`src/rtl/aes_key_schedule_if.sv`:
```
// Handshake and read-port bundle between the AES key schedule and its
// cipher/decipher consumers.
interface aes_key_schedule_if #(
  parameter int NB             = 4,
  parameter int ROUND_KEY_BITS = 128
);
  logic                      en;
  logic                      aes256;
  logic [255:0]              key;
  logic [NB-1:0]             round_key_no;
  logic [ROUND_KEY_BITS-1:0] round_key;
  logic                      busy;
  logic                      en_o;

  modport master (
    output en, aes256, key, round_key_no,
    input  round_key, busy, en_o
  );

  modport slave (
    input  en, aes256, key, round_key_no,
    output round_key, busy, en_o
  );
endinterface

```
`src/rtl/aes_key_schedule.sv`:
```
// AES-128/256 key expansion, one 32-bit word per clock, into a round-key
// store with a registered 1-cycle read port.
module aes_key_schedule #(
  parameter int NUM_KEYS = 15
) (
  input logic               clk,
  input logic               reset,
  aes_key_schedule_if.slave ks
);
  localparam int ROUND_KEY_BITS = 128;

  typedef enum logic [0:0] {S_IDLE = 1'b0, S_EXPAND = 1'b1} state_t;

  localparam logic [2047:0] SBOX_TBL = {
    128'h637c777bf26b6fc53001672bfed7ab76, 128'hca82c97dfa5947f0add4a2af9ca472c0,
    128'hb7fd9326363ff7cc34a5e5f171d83115, 128'h04c723c31896059a071280e2eb27b275,
    128'h09832c1a1b6e5aa0523bd6b329e32f84, 128'h53d100ed20fcb15b6acbbe394a4c58cf,
    128'hd0efaafb434d338545f9027f503c9fa8, 128'h51a3408f929d38f5bcb6da2110fff3d2,
    128'hcd0c13ec5f974417c4a77e3d645d1973, 128'h60814fdc222a908846eeb814de5e0bdb,
    128'he0323a0a4906245cc2d3ac629195e479, 128'he7c8376d8dd54ea96c56f4ea657aae08,
    128'hba78252e1ca6b4c6e8dd741f4bbd8b8a, 128'h703eb5664803f60e613557b986c11d9e,
    128'he1f8981169d98e949b1e87e9ce5528df, 128'h8ca1890dbfe6426841992d0fb054bb16
  };

  // Entry 0 sits in the MSBs, so the bit offset of entry b is 8*(255-b).
  function automatic logic [7:0] sbox(input logic [7:0] b);
    logic [10:0] off;
    off = {~b, 3'b000};
    return SBOX_TBL[off +: 8];
  endfunction

  function automatic logic [31:0] sub_word(input logic [31:0] t);
    return {sbox(t[31:24]), sbox(t[23:16]), sbox(t[15:8]), sbox(t[7:0])};
  endfunction

  function automatic logic [7:0] xtime(input logic [7:0] r);
    return {r[6:0], 1'b0} ^ (r[7] ? 8'h1b : 8'h00);
  endfunction

  state_t                    r_state;
  state_t                    w_state_nxt;
  logic                      r_aes256;
  logic [5:0]                r_i;
  logic [7:0]                r_rcon;
  logic [31:0]               r_win [0:7];
  logic [ROUND_KEY_BITS-1:0] r_store [0:NUM_KEYS-1];
  logic [ROUND_KEY_BITS-1:0] r_round_key;
  logic                      r_busy;
  logic                      r_en_o;

  logic                      w_load;
  logic                      w_step;
  logic                      w_last;
  logic                      w_rot;
  logic                      w_sub_only;
  logic                      w_busy_d;
  logic                      w_en_o_d;
  logic [31:0]               w_sub_in;
  logic [31:0]               w_sub;
  logic [31:0]               w_temp;
  logic [31:0]               w_new;

  // r_win[7] is w[i-1]; w[i-Nk] is r_win[4] for AES-128 and r_win[0] for AES-256.
  always_comb begin
    w_last     = (r_i == (r_aes256 ? 6'd59 : 6'd43));
    w_rot      = r_aes256 ? (r_i[2:0] == 3'd0) : (r_i[1:0] == 2'd0);
    w_sub_only = r_aes256 && (r_i[2:0] == 3'd4);
    w_sub_in   = w_rot ? {r_win[7][7:0], r_win[7][31:8]} : r_win[7];
    w_sub      = sub_word(w_sub_in);
    if (w_rot) begin
      w_temp = w_sub ^ {24'h000000, r_rcon};
    end else if (w_sub_only) begin
      w_temp = w_sub;
    end else begin
      w_temp = r_win[7];
    end
    w_new = (r_aes256 ? r_win[0] : r_win[4]) ^ w_temp;
  end

  always_ff @(posedge clk) begin
    if (!reset) begin
      r_state <= S_IDLE;
    end else begin
      r_state <= w_state_nxt;
    end
  end

  always_comb begin
    w_state_nxt = r_state;
    case (r_state)
      S_IDLE:   w_state_nxt = ks.en ? S_EXPAND : S_IDLE;
      S_EXPAND: w_state_nxt = w_last ? S_IDLE : S_EXPAND;
      default:  w_state_nxt = S_IDLE;
    endcase
  end

  always_comb begin
    w_load   = 1'b0;
    w_step   = 1'b0;
    w_en_o_d = 1'b0;
    case (r_state)
      S_IDLE:   w_load = ks.en;
      S_EXPAND: begin
        w_step   = 1'b1;
        w_en_o_d = w_last;
      end
      default:  w_load = 1'b0;
    endcase
    w_busy_d = (w_state_nxt == S_EXPAND);
  end

  always_ff @(posedge clk) begin
    if (!reset) begin
      r_aes256 <= 1'b0;
      r_i      <= 6'd0;
      r_rcon   <= 8'h00;
      r_busy   <= 1'b0;
      r_en_o   <= 1'b0;
      for (int j = 0; j < 8; j++) r_win[j] <= 32'h0;
    end else begin
      r_busy <= w_busy_d;
      r_en_o <= w_en_o_d;
      if (w_load) begin
        r_aes256 <= ks.aes256;
        r_i      <= ks.aes256 ? 6'd8 : 6'd4;
        r_rcon   <= 8'h01;
        for (int j = 0; j < 4; j++) begin
          r_win[j]   <= ks.aes256 ? ks.key[32*j +: 32] : 32'h0;
          r_win[j+4] <= ks.aes256 ? ks.key[32*(j+4) +: 32] : ks.key[32*j +: 32];
        end
      end else if (w_step) begin
        for (int j = 0; j < 7; j++) r_win[j] <= r_win[j+1];
        r_win[7] <= w_new;
        r_i      <= r_i + 6'd1;
        if (w_rot) r_rcon <= xtime(r_rcon);
      end
    end
  end

  always_ff @(posedge clk) begin
    if (!reset) begin
      for (int s = 0; s < NUM_KEYS; s++) r_store[s] <= {ROUND_KEY_BITS{1'b0}};
    end else if (w_load) begin
      r_store[0] <= ks.key[127:0];
      if (ks.aes256) r_store[1] <= ks.key[255:128];
    end else if (w_step) begin
      r_store[r_i[5:2]][{r_i[1:0], 5'b00000} +: 32] <= w_new;
    end
  end

  // Out-of-range indices read as zero.
  always_ff @(posedge clk) begin
    if (!reset) begin
      r_round_key <= {ROUND_KEY_BITS{1'b0}};
    end else if (int'(ks.round_key_no) < NUM_KEYS) begin
      r_round_key <= r_store[ks.round_key_no];
    end else begin
      r_round_key <= {ROUND_KEY_BITS{1'b0}};
    end
  end

  assign ks.round_key = r_round_key;
  assign ks.busy      = r_busy;
  assign ks.en_o      = r_en_o;
endmodule

```
`src/flat_wrapper.sv`:
```
// flat-port wrapper written by rule: the top's interface ports become plain ports
module aes_key_schedule_flat 
#(
  parameter int NUM_KEYS = 15
)
  (clk, reset, ks_en, ks_aes256, ks_key, ks_round_key_no, ks_round_key, ks_busy, ks_en_o);
  aes_key_schedule_if #(.NB(4), .ROUND_KEY_BITS(128)) ks_i ();
  input logic clk;
  input logic reset;
  input wire logic [$bits(ks_i.en)-1:0] ks_en;
  input wire logic [$bits(ks_i.aes256)-1:0] ks_aes256;
  input wire logic [$bits(ks_i.key)-1:0] ks_key;
  input wire logic [$bits(ks_i.round_key_no)-1:0] ks_round_key_no;
  output wire logic [$bits(ks_i.round_key)-1:0] ks_round_key;
  output wire logic [$bits(ks_i.busy)-1:0] ks_busy;
  output wire logic [$bits(ks_i.en_o)-1:0] ks_en_o;
  assign ks_i.en = ks_en;
  assign ks_i.aes256 = ks_aes256;
  assign ks_i.key = ks_key;
  assign ks_i.round_key_no = ks_round_key_no;
  assign ks_round_key = ks_i.round_key;
  assign ks_busy = ks_i.busy;
  assign ks_en_o = ks_i.en_o;
  aes_key_schedule #(.NUM_KEYS(NUM_KEYS)) u_core (.clk(clk), .reset(reset), .ks(ks_i));
endmodule
```
`config.mk`:
```
export PLATFORM = sky130hd
export DESIGN_NAME = aes_key_schedule_flat
export DESIGN_NICKNAME = d
export VERILOG_FILES = /design/src/rtl/aes_key_schedule_if.sv /design/src/rtl/aes_key_schedule.sv /design/src/flat_wrapper.sv
export SDC_FILE = /design/constraint.sdc
export NUM_CORES = 2
export LEC_CHECK = 0
export BUFFER_PORTS_ARGS = -buffer_cell sky130_fd_sc_hd__buf_2
export CAP_MARGIN = 20
export CORE_ASPECT_RATIO = 1.25
export CORE_MARGIN = 2
export CORE_UTILIZATION = 40
export CTS_BUF_LIST = sky130_fd_sc_hd__clkbuf_4
export CTS_CLUSTER_SIZE = 14
export DETAILED_ROUTE_END_ITERATION = 16
export GPL_TIMING_DRIVEN = 1
export HOLD_SLACK_MARGIN = 0.03
export PLACE_DENSITY = 0.51
export SETUP_SLACK_MARGIN = 0.15
export SLEW_MARGIN = 20
export SYNTH_ARGS = -nofsm -noshare
export SYNTH_HDL_FRONTEND = slang
export SYNTH_SLANG_ARGS = --single-unit
```
`constraint.sdc`:
```
create_clock -name clk -period 6.2 [get_ports clk]
set_clock_uncertainty 0.1 [all_clocks]
set_input_delay 0.31 -clock clk [delete_from_list [all_inputs] [get_ports clk]]
set_output_delay 0.31 -clock clk [all_outputs]
set_load 0.02 [all_outputs]
```
* Yosys cells after proc, flatten, opt, wreduce, memory -nomap -nowiden *
Memories as Yosys holds them, arrays and structs flattened. A register that Yosys moved wholly into a read port is not among the register bits.
Cells that the tools add are included.

cells by class
  multiply operators = 0
  divide/modulo/power cells = 0
  add/subtract/negate cells = 2
  order comparisons = 1
  reduce and logical (&&, ||, !) cells = 12
  shifts and indexed selects = 6
  multiplexer cells = 60
  bitwise gates (word level) = 27
  equal/unequal tests = 2

operators with widths
  kind                                                           number
  indexed part select 2048 x 12 -> 8 bit (first input constant)  4
  two-way mux 32 bit                                             28
  two-way mux 128 bit                                            5
  OR reduction 128 bit                                           1
  variable shift 32 x 9 -> 128 bit (first input constant)        1
  indexed part select 32 x 9 -> 128 bit                          1
  inverter 8 bit                                                 4
  XOR 32 bit                                                     1
  XOR 32 x 8 -> 32 bit                                           1
  two-way mux 1 bit                                              20
  bitwise OR 1 bit                                               18
  two-way mux 6 bit                                              2
  two-way mux 5 bit                                              2
  negator 7 -> 9 bit                                             1
  two-way mux 4 bit                                              2
  AND reduction 2 bit                                            4
  XOR 8 x 5 -> 8 bit                                             1
  adder 6 x 1 -> 6 bit (second input constant)                   1
  equality test 6 bit                                            1
  < comparator 4 bit (second input constant)                     1
  nonzero test 2 bit                                             2
  equality test 3 bit (second input constant)                    1
  logical NOT 3 bit                                              1
  logical NOT 2 bit                                              1
  other kinds (5)                                                6

storage, ports and cells
  bits of input ports = 264
  memory bits (read-only) = 0
  logic and storage cells = 118
  memory bits (writable) = 2176
  bits in registers = 17
  output and inout port bits = 130
  bits in latches = 0
  memories kept = 2

memory list
  name            depth  bits a word  read ports  clocked after Yosys merged registers in  write ports  line                    text
  u_core.r_store  15     128          1           1                                        15           aes_key_schedule.sv:46  logic [ROUND_KEY_BITS-1:0] r_store [0:NUM_KEYS-1];
  u_core.r_win    8      32           8           0                                        8            aes_key_schedule.sv:45  logic [31:0] r_win [0:7];

* Logic depth before layout (Yosys ltp) *
  word-level depth = 10
  mapped depth = 25

* Worst setup path after synthesis *
No wires, ideal clock.

  kind = reg2reg
  from = register u_core.r_i[0]
  to = memory u_core.r_store[11][104] (data pin)
  buffers on the path = 7
  path slack = 1092 ps
  required time = 5835 ps
  clock period less this slack = 5108 ps
  cell stages (with the launch flop) = 24
  arrival = 4743 ps
  path through = dfxtp_1 -> clkbuf_1 -> inv_1 -> ha_1 -> buf_4 -> and3_1 -> buf_2 -> o21ai_0 -> nand2_1 -> clkinv_1 -> clkbuf_1 -> ha_1 -> clkbuf_1 -> nand2_1 -> and3_1 -> a311oi_1 -> a2111oi_0 -> or4_1 -> nand2_1 -> o22ai_1 -> xor2_1 -> buf_2 -> buf_6 -> nor2_1

RTL lines
  item                    line                     text
  from (decl)             aes_key_schedule.sv:43   logic [5:0] r_i;
  from (signal assigned)  aes_key_schedule.sv:125  r_i <= ks.aes256 ? 6'd8 : 6'd4;
  from (signal assigned)  aes_key_schedule.sv:134  r_i <= r_i + 6'd1;
  to (decl)               aes_key_schedule.sv:46

==> flow_summary.yaml <==
outcome:
  status: "finished clean"
setup_path:
  setup.worst_path.start_class: "flop"
  critPathArrivalTime_ns: 7.00
  cp_max_fo: 33
  r2r_slack_ns: 0.17
  rr_startpoint: "u_core.r_i[1]$_SDFFE_PN0P_"
  crit_buf_inv: 6
  worstSetupEndpointType: "flop"
  required_ns: 7.17
  slowest_stage: "o21ai_0"
  path_cells: "inv_1, ha_2, a21bo_1, buf_4, mux2i_2, buf_12, nor3_1, buf_4, o21ai_0, o221ai_1, o21ai_0, buf_4, o21ai_0, o2111ai_1, nand3_1, xor2_4, buf_4, o21ai_0"
  crit_family: "compound AO/OA/AOI/OAI gates"
  max_stage_delay_ns: 0.72
  crit_type: "reg2reg"
  r2r_end: "u_core.r_store[0][46]$_DFFE_PP_"
  r2r_cells: 18
  cp.depth: 18
clocking:
  root_buffer: "clkbuf_4"
  clock-sinks: 2449
  clk_pin_slew_ns: 0.07
  clk_path_buf_depth: 4
  insertion_delay_ns: 1.38
  cts_made_buffers: 635
  htree_levels: 6
  tritoncts: "yes"
final_layout:
  final_cells: 15389
  layout_common_cells: "edfxtp_1, nor2_1, clkbuf_4, nand2_1, mux4_2"
  syn2layout_area_growth_pct: 18.9
  fillers: 27377
  nNetsFinal: 11218
  fin_area_um2: 143000
  drive_gt1_frac: 0.251
  layout_commonest_cell: "edfxtp_1"
synthesis:
  synth_top_area_cell: "edfxtp_1"
  netlist_area_um2: 120000
  ys_warn_count: 0
  avgSynthCellArea_um2: 12.4
  synth.distinct_cells: 104
  synth_seq_cells: 2449
  yosysSeqAreaShare: 0.599
  syn_inst: 9674
  synthFlopType: "edfxtp_1"
  synth_area_leaders: "edfxtp_1, mux4_2, nor2_1, nand2_1, dfxtp_1"
  synth_edf_count: 2304
  synth_top_area_share: 0.575
  synth_fp_nets: 9976
  async_reset_ff_frac: 0
power:
  power_mw: 51.3
  clockPowerShare: 0.277
  switching_share: 0.381
  pwr-share-seq: 0.378
  peakVddDrop_mv: 0.300
  power_frac_comb: 0.345
  leakagePower_nw: 53.0
  switchingPower_mw: 19.6
  internal_power_mw: 31.8
  power.density_nw_per_um2: 359
placement:
  gp_congestion: 0.998
  detailed_place_hpwl_mm: 375
  dpl_cell_area_um2: 130000
  dp_cells: 13708
  place.port_buffers: 393
  pre_cts_ws_ns: -0.0286
timing:
  rsz0062_at_grt: "false"
  period_needed_ns: 6.03
  tightest_slew_ns: 1.23
  finalSetupTns_ns: 0
  setup_viol: 0
  drv_slew: 0
  finalCritPeriodShare: 0.973
  max_freq_mhz: 166
  final.setup.worst_slack_ns: 0.170
  slew_headroom: 0.183
  hold_viol: 0
global_route:
  grt_pass1_vias: 94596
  grt_max_degree: 161
  antenna_found_initial: 95
  grt_pass1_wl_mm: 733
  grt_overflow: 0
  grt_usage: 0.338
drt:
  routed_wl_mm: 529
  vias: 95351
  post-route-drc-count: 0
  drtPass1Iterations: 8
  ant_nets: 0
  avgRoutedWirePerCell_um: 34.4
  vias_per_cell: 6.20
  initialDrtViolationCount: 12320
floorplanning:
  initial_core_util: 0.401
  die_y_um: 617
  core.rowCount: 225
  io_pins: 394
  chipWidth_um: 495
  dieArea_um2: 306000
  core_area_um2: 300000
hold_path:
  worstHoldPathCells: 4
  hp-start: "ks_key[204]"
  hold-path-endpoint: "u_core.r_win[0][204]$_DFFE_PP_"
  hold_class: "in2reg"
job:
  drv_cap: 0
==> routing by layer <==
layer | track usage | part of all wire | vias to the layer above
li1 | - | - | 39291
met2 | 0.549 | 0.48 | 5983
met3 | 0.0674 | 0.092 | 1132
met1 | 0.441 | 0.38 | 48915
met4 | 0.147 | 0.047 | 30
met5 | 0 | 0.00043 | -
==> power groups by stage <==
| stage | clock, mW | sequential (mW) | combinational (mW) |
|---|---|---|---|
| floorplan | 0 | 19.6 | 9.42 |
| global placement | 0 | 19.7 | 17.1 |
| detailed placement | 0 | 19.7 | 16.9 |
| CTS | 14.5 | 19.4 | 17.3 |
| global route | 15.3 | 19.4 | 18.3 |
| finish | 14.2 | 19.4 | 17.7 |
==> through the flow <==
step	util	hold slack, ns
floorplan	-	0.370
global placement	0.432	0.400
detailed placement	0.432	0.410
CTS	0.476	0.0400
global route	0.477	0.106
finish	0.477	0.182
==> cells in the mapped netlist (17+ instances only) <==
cell and instances:
a2111oi_0 17, o311ai_0 28, inv_1 41, o21ai_1 32
xor2_1 26, nand4_1 29, clkbuf_1 535, or3_1 20
a22oi_1 46, xnor2_1 32, ha_1 38, o21ai_0 509
o211ai_1 83, dfxtp_1 145, a311oi_1 41, a31oi_1 76
and3_1 41, a211oi_1 92, buf_6 36, nand3_1 149
o2111ai_1 24, a221oi_1 38, mux4_2 644, o22ai_1 67
nor4_1 27, buf_4 65, mux2i_1 184, o31ai_1 35
buf_2 223, nor2_1 2094, nand2_1 836, nor2b_1 150
nand2b_1 32, a21o_1 17, buf_1 85, o221ai_1 42
a32oi_1 22, edfxtp_1 2304, a21oi_1 289, mux2_2 19
a22o_1 132, nor3_1 98
==> registers in the layout, indices dropped and copies added, names as in the netlist <==
signal and flops:
u_core.ks.busy 1, u_core.r_rcon 8, u_core.r_store 2048, u_core.r_win 256, u_core.ks.en_o 1, u_core.ks.round_key 128, u_core.r_aes256 1, u_core.r_i 6
==> kinds of logic after synthesis <==
kind of cell             synth area share
XOR/XNOR                          0.00422
multiplexers                        0.138
buffers and inverters              0.0376
AO/OA/AOI/OAI                      0.0957
flip-flops                          0.599
adder cells (fa/ha/maj)           0.00403
AND/OR/NAND/NOR                     0.122
==> worst max path at each step <==
stage	startpoint	end	slack, ns
floorplan	u_core.r_i[0]$_SDFFE_PN0P_	u_core.r_store[11][104]$_SDFFCE_PN0P_	1.09
global placement	u_core.r_i[0]$_SDFFE_PN0P_	u_core.r_store[4][125]$_SDFFCE_PN0P_	-0.04
detailed placement	u_core.r_i[0]$_SDFFE_PN0P_	u_core.r_store[6][125]$_SDFFCE_PN0P_	-0.03
CTS	u_core.r_i[0]$_SDFFE_PN0P_	u_core.r_store[1][2]$_DFFE_PP_	0.15
global route	u_core.r_i[0]$_SDFFE_PN0P_	u_core.r_store[5][40]$_SDFFCE_PN0P_	0.15
finish	u_core.r_i[1]$_SDFFE_PN0P_	u_core.r_store[0][46]$_DFFE_PP_	0.17
==> tightest hold or removal path: stages <==
cell           delay [ns]
dlygate4sd3_1        0.55
buf_2                0.18
a211oi_1             0.24
a211oi_1             0.11
==> cell type report <==
cell class              instances  area [um2]  area share
multi-input cells            6231       44700       0.312
clock buffers                 932        7000      0.0489
inverters                      49         184     0.00128
well taps                    3972        4970      0.0347
diodes                         59         148     0.00103
flip-flops and latches       2449       72100       0.504
repair buffers               1550       13100      0.0917
clock inverters               147         972     0.00679
==> timing repair <==
| item | in CTS | in global routing |
|---|---|---|
| hold buffers | 536 | 0 |
| pin swaps | 0 | 2 |
| resized for setup | 2 | 14 |
| endpoints found under the setup margin | 132 | 374 |
| buffers inserted | 3 | 4 |
| hold endpoints to repair | 724 | 0 |
(Power assumes the default switching activity.)
